[src/rtl/decode_stage.sv]
// Decode / register-read stage: decodes a MIPS subset, reads the register file,
// tracks pending writes with a busy scoreboard and hands a registered slot to execute.
module decode_stage #(
  parameter int                DATA_W   = 32,
  parameter logic [DATA_W-1:0] REG_INIT = '0
) (
  input  logic              clk,
  input  logic              rst,
  input  logic              if_valid,
  input  logic [31:0]       if_inst,
  output logic              if_ready,
  output logic              ex_valid,
  input  logic              ex_ready,
  output logic [31:0]       ex_inst,
  output logic [DATA_W-1:0] ex_op_a,
  output logic [DATA_W-1:0] ex_op_b,
  output logic [DATA_W-1:0] ex_imm,
  output logic [1:0]        ex_alu_op,
  output logic              ex_mem_rd,
  output logic              ex_mem_wr,
  output logic              ex_reg_wr,
  output logic [4:0]        ex_dst,
  input  logic              wb_en,
  input  logic [4:0]        wb_addr,
  input  logic [DATA_W-1:0] wb_data,
  output logic              ill_inst
);

  localparam logic [5:0] OP_RTYPE = 6'b000000;
  localparam logic [5:0] OP_LW    = 6'b100011;
  localparam logic [5:0] OP_SW    = 6'b101011;
  localparam logic [5:0] FN_ADD   = 6'b100000;
  localparam logic [5:0] FN_SUB   = 6'b100010;
  localparam logic [5:0] FN_SLT   = 6'b101010;

  localparam logic [1:0] ALU_ADD = 2'b00;
  localparam logic [1:0] ALU_SUB = 2'b01;
  localparam logic [1:0] ALU_SLT = 2'b10;

  logic [DATA_W-1:0] regs [32];
  logic [31:0]       busy;
  logic [31:0]       busy_next;

  logic [5:0] opcode;
  logic [5:0] funct;
  logic [4:0] rs;
  logic [4:0] rt;
  logic [4:0] rd;

  logic       dec_legal;
  logic [1:0] dec_alu_op;
  logic       dec_mem_rd;
  logic       dec_mem_wr;
  logic       dec_reg_wr;
  logic [4:0] dec_dst;
  logic       use_rs;
  logic       use_rt;

  logic [DATA_W-1:0] rd_a;
  logic [DATA_W-1:0] rd_b;
  logic [DATA_W-1:0] imm_ext;
  logic              clr_rs;
  logic              clr_rt;
  logic              hazard;
  logic              accept;
  logic              load_slot;

  assign opcode = if_inst[31:26];
  assign rs     = if_inst[25:21];
  assign rt     = if_inst[20:16];
  assign rd     = if_inst[15:11];
  assign funct  = if_inst[5:0];

  // Illegal encodings claim no sources so they can never stall the front end.
  always_comb begin
    dec_legal  = 1'b0;
    dec_alu_op = ALU_ADD;
    dec_mem_rd = 1'b0;
    dec_mem_wr = 1'b0;
    dec_reg_wr = 1'b0;
    dec_dst    = 5'd0;
    use_rs     = 1'b0;
    use_rt     = 1'b0;
    case (opcode)
      OP_RTYPE: begin
        case (funct)
          FN_ADD: begin
            dec_legal  = 1'b1;
            dec_alu_op = ALU_ADD;
          end
          FN_SUB: begin
            dec_legal  = 1'b1;
            dec_alu_op = ALU_SUB;
          end
          FN_SLT: begin
            dec_legal  = 1'b1;
            dec_alu_op = ALU_SLT;
          end
          default: dec_legal = 1'b0;
        endcase
        if (dec_legal) begin
          dec_reg_wr = 1'b1;
          dec_dst    = rd;
          use_rs     = 1'b1;
          use_rt     = 1'b1;
        end
      end
      OP_LW: begin
        dec_legal  = 1'b1;
        dec_alu_op = ALU_ADD;
        dec_mem_rd = 1'b1;
        dec_reg_wr = 1'b1;
        dec_dst    = rt;
        use_rs     = 1'b1;
      end
      OP_SW: begin
        dec_legal  = 1'b1;
        dec_alu_op = ALU_ADD;
        dec_mem_wr = 1'b1;
        use_rs     = 1'b1;
        use_rt     = 1'b1;
      end
      default: dec_legal = 1'b0;
    endcase
  end

  // A same-cycle writeback is forwarded so the instruction sees the value being written.
  assign rd_a = (rs == 5'd0) ? '0 :
                (wb_en && (wb_addr == rs)) ? wb_data : regs[rs];
  assign rd_b = (rt == 5'd0) ? '0 :
                (wb_en && (wb_addr == rt)) ? wb_data : regs[rt];

  assign imm_ext = {{(DATA_W-16){if_inst[15]}}, if_inst[15:0]};

  assign clr_rs = wb_en && (wb_addr == rs);
  assign clr_rt = wb_en && (wb_addr == rt);
  assign hazard = (use_rs && busy[rs] && !clr_rs) ||
                  (use_rt && busy[rt] && !clr_rt);

  assign if_ready  = (!ex_valid || ex_ready) && !hazard;
  assign accept    = if_valid && if_ready;
  assign load_slot = accept && dec_legal;

  // Clear is applied before set so a new producer wins over a retiring one.
  always_comb begin
    busy_next = busy;
    if (wb_en) begin
      busy_next[wb_addr] = 1'b0;
    end
    if (load_slot && dec_reg_wr && (dec_dst != 5'd0)) begin
      busy_next[dec_dst] = 1'b1;
    end
    busy_next[0] = 1'b0;
  end

  always_ff @(posedge clk or posedge rst) begin
    if (rst) begin
      busy <= '0;
    end else begin
      busy <= busy_next;
    end
  end

  always_ff @(posedge clk or posedge rst) begin
    if (rst) begin
      for (int i = 0; i < 32; i++) begin
        regs[i] <= REG_INIT;
      end
    end else if (wb_en && (wb_addr != 5'd0)) begin
      regs[wb_addr] <= wb_data;
    end
  end

  // Slot contents only change on a legal accept, so they stay put while stalled.
  always_ff @(posedge clk or posedge rst) begin
    if (rst) begin
      ex_valid  <= 1'b0;
      ex_inst   <= '0;
      ex_op_a   <= '0;
      ex_op_b   <= '0;
      ex_imm    <= '0;
      ex_alu_op <= 2'b00;
      ex_mem_rd <= 1'b0;
      ex_mem_wr <= 1'b0;
      ex_reg_wr <= 1'b0;
      ex_dst    <= 5'd0;
      ill_inst  <= 1'b0;
    end else begin
      ill_inst <= accept && !dec_legal;
      if (load_slot) begin
        ex_valid  <= 1'b1;
        ex_inst   <= if_inst;
        ex_op_a   <= rd_a;
        ex_op_b   <= rd_b;
        ex_imm    <= imm_ext;
        ex_alu_op <= dec_alu_op;
        ex_mem_rd <= dec_mem_rd;
        ex_mem_wr <= dec_mem_wr;
        ex_reg_wr <= dec_reg_wr;
        ex_dst    <= dec_dst;
      end else if (ex_ready) begin
        ex_valid <= 1'b0;
      end
    end
  end

endmodule

[config.mk]
export PLATFORM = sky130hd
export DESIGN_NAME = decode_stage
export DESIGN_NICKNAME = d
export VERILOG_FILES = /design/src/rtl/decode_stage.sv
export SDC_FILE = /design/constraint.sdc
export NUM_CORES = 2
export LEC_CHECK = 0
export CAP_MARGIN = 20
export CELL_PAD_IN_SITES_DETAIL_PLACEMENT = 0
export CELL_PAD_IN_SITES_GLOBAL_PLACEMENT = 1
export CORE_ASPECT_RATIO = 0.75
export CORE_UTILIZATION = 56
export DETAILED_ROUTE_END_ITERATION = 16
export PLACE_DENSITY_LB_ADDON = 0.1
export SLEW_MARGIN = 40
export SYNTH_ARGS = -nofsm -noshare
export SYNTH_HDL_FRONTEND = slang
export SYNTH_SLANG_ARGS = --single-unit
[constraint.sdc]
create_clock -name clk -period 58.4 [get_ports clk]
set_input_delay 5.84 -clock clk [delete_from_list [all_inputs] [get_ports clk]]
set_output_delay 5.84 -clock clk [all_outputs]
set_load 0.1 [all_outputs]
# --- Yosys cells after proc, flatten, opt, wreduce, memory -nomap -nowiden ---
# Cells that the tools add are included.
word_totals:
  input_bits: 74
  reg_bits: 1179
  word_cells: 136
  output_inout_bits: 141
op_classes:
  n_lt_le_gt_ge: 10
  bitwise: 6
  n_mux: 38
  reduce_logical: 31
  eq_ne: 7
ops:
  columns: ["operator", "n"]
  rows:
  - ["$bwmux W1024", 1]
  - ["$mux W32", 11]
  - ["$bmux W32 S5", 2]
  - ["$demux W32 S5", 1]
  - ["$and A32 B32 Y32", 1]
  - ["$not A32 Y32", 1]
  - ["$or A32 B32 Y32", 1]
  - ["$eq A6 B6 Y1 const B", 5]
  - ["$lt A5 B6 Y1 const B", 4]
  - ["$ge A6 B6 Y1 const B", 3]
  - ["$not A5 Y6", 3]
  - ["$logic_and A1 B1 Y1", 16]
  - ["$mux W1", 11]
  - ["$bmux W1 S5", 2]
  - ["$demux W1 S5", 2]
  - ["$eq A5 B5 Y1", 2]
  - ["$ge A5 B1 Y1 const B", 2]
  - ["$logic_not A5 Y1", 2]
  - ["$pmux W5 S2", 1]
  - ["$reduce_bool A5 Y1", 2]
  - ["$pmux W1 S2", 4]
  - ["$logic_not A6 Y1", 1]
  - ["$lt A6 B1 Y1 const B", 1]
  - ["$logic_not A1 Y1", 5]
  - ["other kinds (7)", 8]

# --- Logic depth before layout (Yosys ltp) ---
logic_depth:
  word_depth: 16
  ltp_mapped: 12
  depth_no_buf: 7

# --- Least setup slack after synthesis ---
# No wires, ideal clock.
synth_path:
  kind: "input to output"
  from: "input if_inst[16]"
  to: "output if_ready"
  cell_stages: 8
  n_path_buf: 2
  slack_ns: 44.306
  t_arrival_ns: 8.254
  t_required_ns: 52.560
  path_cell_list: "buf_2 -> mux4_2 -> mux2_2 -> a221oi_1 -> o41a_1 -> nand2_2 -> inv_2 -> buf_2"
synth_between:
  elab_chain_len: 7
  word_cells_on_any_way: 10
  cone_classes: "eq/ne (1); mux (2); reduce/logical (7)"
synth_rtl:
  columns: ["item", "line_no", "text"]
  rows:
  - ["start: declaration", "10", "input logic [31:0] if_inst,"]
  - ["$bmux W1 S5 / $eq A5 B5 Y1 (equally long branches)", "138, 136", null]
  - ["$mux W1 (implied by the code) / $logic_and A1 B1 Y1 (equally long branches)", "138, 136", null]
  - ["$logic_and A1 B1 Y1 / $logic_not A1 Y1 (equally long branches)", "138", "(use_rt && busy[rt] && !clr_rt);"]
  - ["$logic_and A1 B1 Y1 *", "138", null]
  - ["$logic_or A1 B1 Y1 *", "137", "assign hazard = (use_rs && busy[rs] && !clr_rs) ||"]
  - ["$logic_not A1 Y1 *", "140", "assign if_ready = (!ex_valid || ex_ready) && !hazard;"]
  - ["$logic_and A1 B1 Y1 *", "140", null]
  - ["end: declaration", "11", "output logic if_ready,"]
# Every way passes the cells marked *; elsewhere a longest branch is shown, timed or not. The select of a mux whose other input is x is not followed.

# --- Worst setup path in the final report ---
layout_path:
  from: "input if_inst[17]"
  to: "output if_ready"
# The elaborated chain is that of the path after synthesis.

==> impl_metrics.csv <==
group,metric,value,unit
synthesis,yosysUniqueCellTypes,69,
placement,hpwlAfterDp,106900,um
synthesis,syn_avg_cell_area,14.37,um2
synthesis,synth.top_cells.by_count,"dfrtp_1 (1163), mux2_2 (1015), mux4_2 (445), clkbuf_1 (291), mux2i_1 (283)",
synthesis,synth_edf_count,0,
setup_path,critPathSlowestCell,"buf_4",
clock_network,cts_root_buf,"clkbuf_16",
setup_path,path_cells,"buf_8 -> buf_4 -> buf_4 -> mux4_2 -> mux2_2 -> a221oi_1 -> clkbuf_2 -> o41a_1 -> nand2_2 -> inv_2 -> buf_2",
setup_path,arrival,10.22,ns
power,leakage,30.08,nW
clock_network,post_cts.repair.setup_buffers,0,
power,p_comb_share,24.7,%
timing,period_minus_slack,16.06,ns
die,die_h,289.6,um
synthesis,yosys.area.top_type_share,47.13,%
clock_network,cts_resized,0,
timing,fin_crit_sh,27.49,%
route,wl_per_cell,34.67,um
die,rows,105,
die,dieArea,0.1116,mm2
timing,rsz0062_at_grt,"no",
global_route,antenna_found_initial,5,
cells_and_area,final_util,62.81,%
synthesis,synthTopCellsByArea,"dfrtp_1 (47%), mux2_2 (19%), mux4_2 (16%)",
route,route.vias.total,41245,
timing,fmax,0.06228,GHz
min_path,min_path_type,"register to register",
global_route,grt.overflow.total,0,
power,power_density,36.46,mW/mm2
cells_and_area,drive_above_1_share,46.98,%
power,peakVddDrop,0.00003108,V
clock_network,numCtsBuffers,119,
clock_network,clkTransAtPathRegs,0.06,ns
die,core_area,0.1093,mm2
placement,place_area,0.06432,mm2
timing,relSlewSlack,40.66,%
status,status,"complete, no violations",
route,routed_via_density,7.106,
setup_path,crit_path_frequent_cell,"buf_4",
setup_path,startpoint_type,"primary input",
clock_network,clkSinkCount,1163,
route,remaining_drc_errors,0,
route,drt_iter0_drc,4862,
clock_network,hold_buffers,0,
synthesis,synthArstFlopShare,100.0,%
power,seqPwrFrac,42.5,%
power,p_switching,0.7882,mW
clock_network,clkLatencyLatePin,0.75,ns
timing,skew,0.03128,ns
synthesis,ys.warnings.count,0,
setup_path,path_delay_family,"buffers and inverters",
synthesis,synth_largest_area_cell,"dfrtp_1",
global_route,grt_pass1_vias,40782,
synthesis,netlist_instances,4298,
die,io_pins,215,
clock_network,cts.path.max_buffers,3,
synthesis,synth.most_common_cell,"dfrtp_1",
global_route,grt_use_total,36.61,%
power,p_int,1.715,mW
power,swShare,31.49,%
cells_and_area,final_nets,4327,
timing,tightest_slew,0.8900,ns
synthesis,synth-seq-cells,1163,
die,start_util,56.49,%
die,die_width,385.4,um
cells_and_area,area_growth,11.19,%
setup_path,path_class,"primary input to output port",
timing,slew_violations,0,
setup_path,crit_buf_inv,6,
route,dr.pass1.iters,6,
timing,setup_tns,0,ns
global_route,grt_pass1_wl,293800,um
route,antenna_left,0,
clock_network,cts_max_level,3,
cells_and_area,fin_area,0.06865,mm2
timing,hold_viol_final,0,
placement,routabilityCongestion,0.9135,
synthesis,synth_area,0.06174,mm2
setup_path,crit_path_end_kind,"output port",
flow_run,cap_violations,0,
setup_path,cp.required,52.56,ns
global_route,grt_start_max_net_pins,161,
synthesis,yosysSeqAreaShare,47.13,%
synthesis,syn_nets,4372,
route,routed_wl,201200,um
clock_network,tritoncts,"done",
synthesis,synth_flop_cell,"dfrtp_1",
timing,setup_viol,0,
power,p_clk_share,32.8,%
placement,portBuffers,214,
setup_path,worst_path_largest_cell_delay,0.74,ns
setup_path,critPathMaxFanout,63,
[power groups by stage]
stage,sequential (mW),clock (mW),combinational [mW]
3_5_place_dp,1.07,0,0.614
4_1_cts,1.06,0.830,0.615
2_1_floorplan,1.15,0,0.395
6_report,1.06,0.822,0.617
3_3_place_gp,1.07,0,0.622
5_1_grt,1.08,0.864,0.650
[logic make-up after synthesis]
group	after synthesis	share of synthesized area, %
AOI/OAI and AO/OA	428	5.244
xor gates and xnor gates	10	0.1418
buffers and inverters	519	3.641
DFF	1163	47.13
muxes	1827	41.14
and+or+nand+nor	351	2.695
[cell type report]
type / instances / area, um2
diodes: 7 / 17.52
clock buffers: 174 / 3521
clock inverters: 47 / 661.9
fillers: 8244 / 40650
inverters: 28 / 120.1
multi-input cells: 2616 / 30920
flip-flops and latches: 1163 / 29100
well taps: 1444 / 1807
repair buffers: 325 / 2505
[cell usage in the layout (no fill, tap or decap), types with 8 or more instances in the layout]
| cell | netlist | layout |
|---|---|---|
| a22oi_1 | 107 | 107 |
| mux2i_1 | 283 | 283 |
| a221oi_1 | 53 | 53 |
| buf_4 | 46 | 65 |
| buf_6 | 6 | 36 |
| mux2_1 | 38 | 38 |
| clkdlybuf4s50_1 | 0 | 49 |
| and2_1 | 15 | 15 |
| dfrtp_1 | 1163 | 1163 |
| a31oi_1 | 8 | 8 |
| a21oi_1 | 42 | 42 |
| mux4_2 | 445 | 445 |
| o31ai_1 | 8 | 8 |
| a41o_1 | 10 | 10 |
| o221ai_1 | 15 | 15 |
| nor2b_1 | 14 | 12 |
| mux2_2 | 1015 | 1015 |
| nand2_8 | 0 | 15 |
| o2111ai_1 | 11 | 11 |
| clkbuf_16 | 0 | 124 |
| inv_1 | 27 | 24 |
| bufinv_16 | 0 | 15 |
| nand3_1 | 51 | 51 |
| nand4_1 | 10 | 10 |
| a32oi_1 | 24 | 24 |
| a22o_1 | 12 | 12 |
| a32o_1 | 19 | 19 |
| clkbuf_8 | 0 | 23 |
| nor2_4 | 0 | 27 |
| buf_2 | 66 | 159 |
| nand2_1 | 154 | 138 |
| mux2_4 | 46 | 46 |
| clkinv_2 | 0 | 18 |
| nor2_1 | 54 | 24 |
| o21ai_0 | 61 | 59 |
| a221o_1 | 12 | 12 |
| clkbuf_1 | 291 | 27 |
[flip-flops by register name, indices dropped and copies added (netlist names), 2 cells and up]
| register | count |
|---|---|
| ex_dst | 5 |
| regs | 1024 |
| busy | 31 |
| ex_op_b | 32 |
| ex_inst | 32 |
| ex_alu_op | 2 |
| ex_op_a | 32 |
[worst reg2reg max path, cell delays in order, from the launching register on]
cell and delay, ns:
dfrtp_1 0.41, mux4_2 0.48, mux2_2 0.29, a221oi_1 0.53, nor4_1 0.23, nor3_2 0.70, buf_4 0.73, mux2_1 0.48
[final timing paths]
check	cells after the start	slack, ns	from	to
worst max-delay path	11	42.34	if_inst[17]	if_ready
worst min-delay path	0	0.39	regs[1019]	regs[1019]
worst max register to register	7	54.42	busy[26]	ex_op_a[26]
worst min register to register	0	0.39	regs[1019]	regs[1019]
max in group asynchronous	7	49.53	rst	regs[1020]
min in group asynchronous	2	5.61	rst	regs[841]
[per-stage QoR]
stage	hold slack [ns]	setup slack [ns]	instances	power, mW
finish	0.3932	42.34	5804	2.503
global route	0.4123	42.23	5798	2.597
CTS	0.3981	42.18	5793	2.504
detailed placement	0.3833	42.21	5572	1.686
global placement	0.3767	41.47	5565	1.687
floorplan	0.4413	19.80	4298	1.548
[routing by layer]
layer	vias up	track usage, %	share of wire, %
li1	16447	-	-
met1	22154	54.64	43
met2	2188	53.01	44
met3	452	8.814	10
met4	4	11.78	3.4
met5	-	0	0.013
Power figures use the tool's default switching activity.
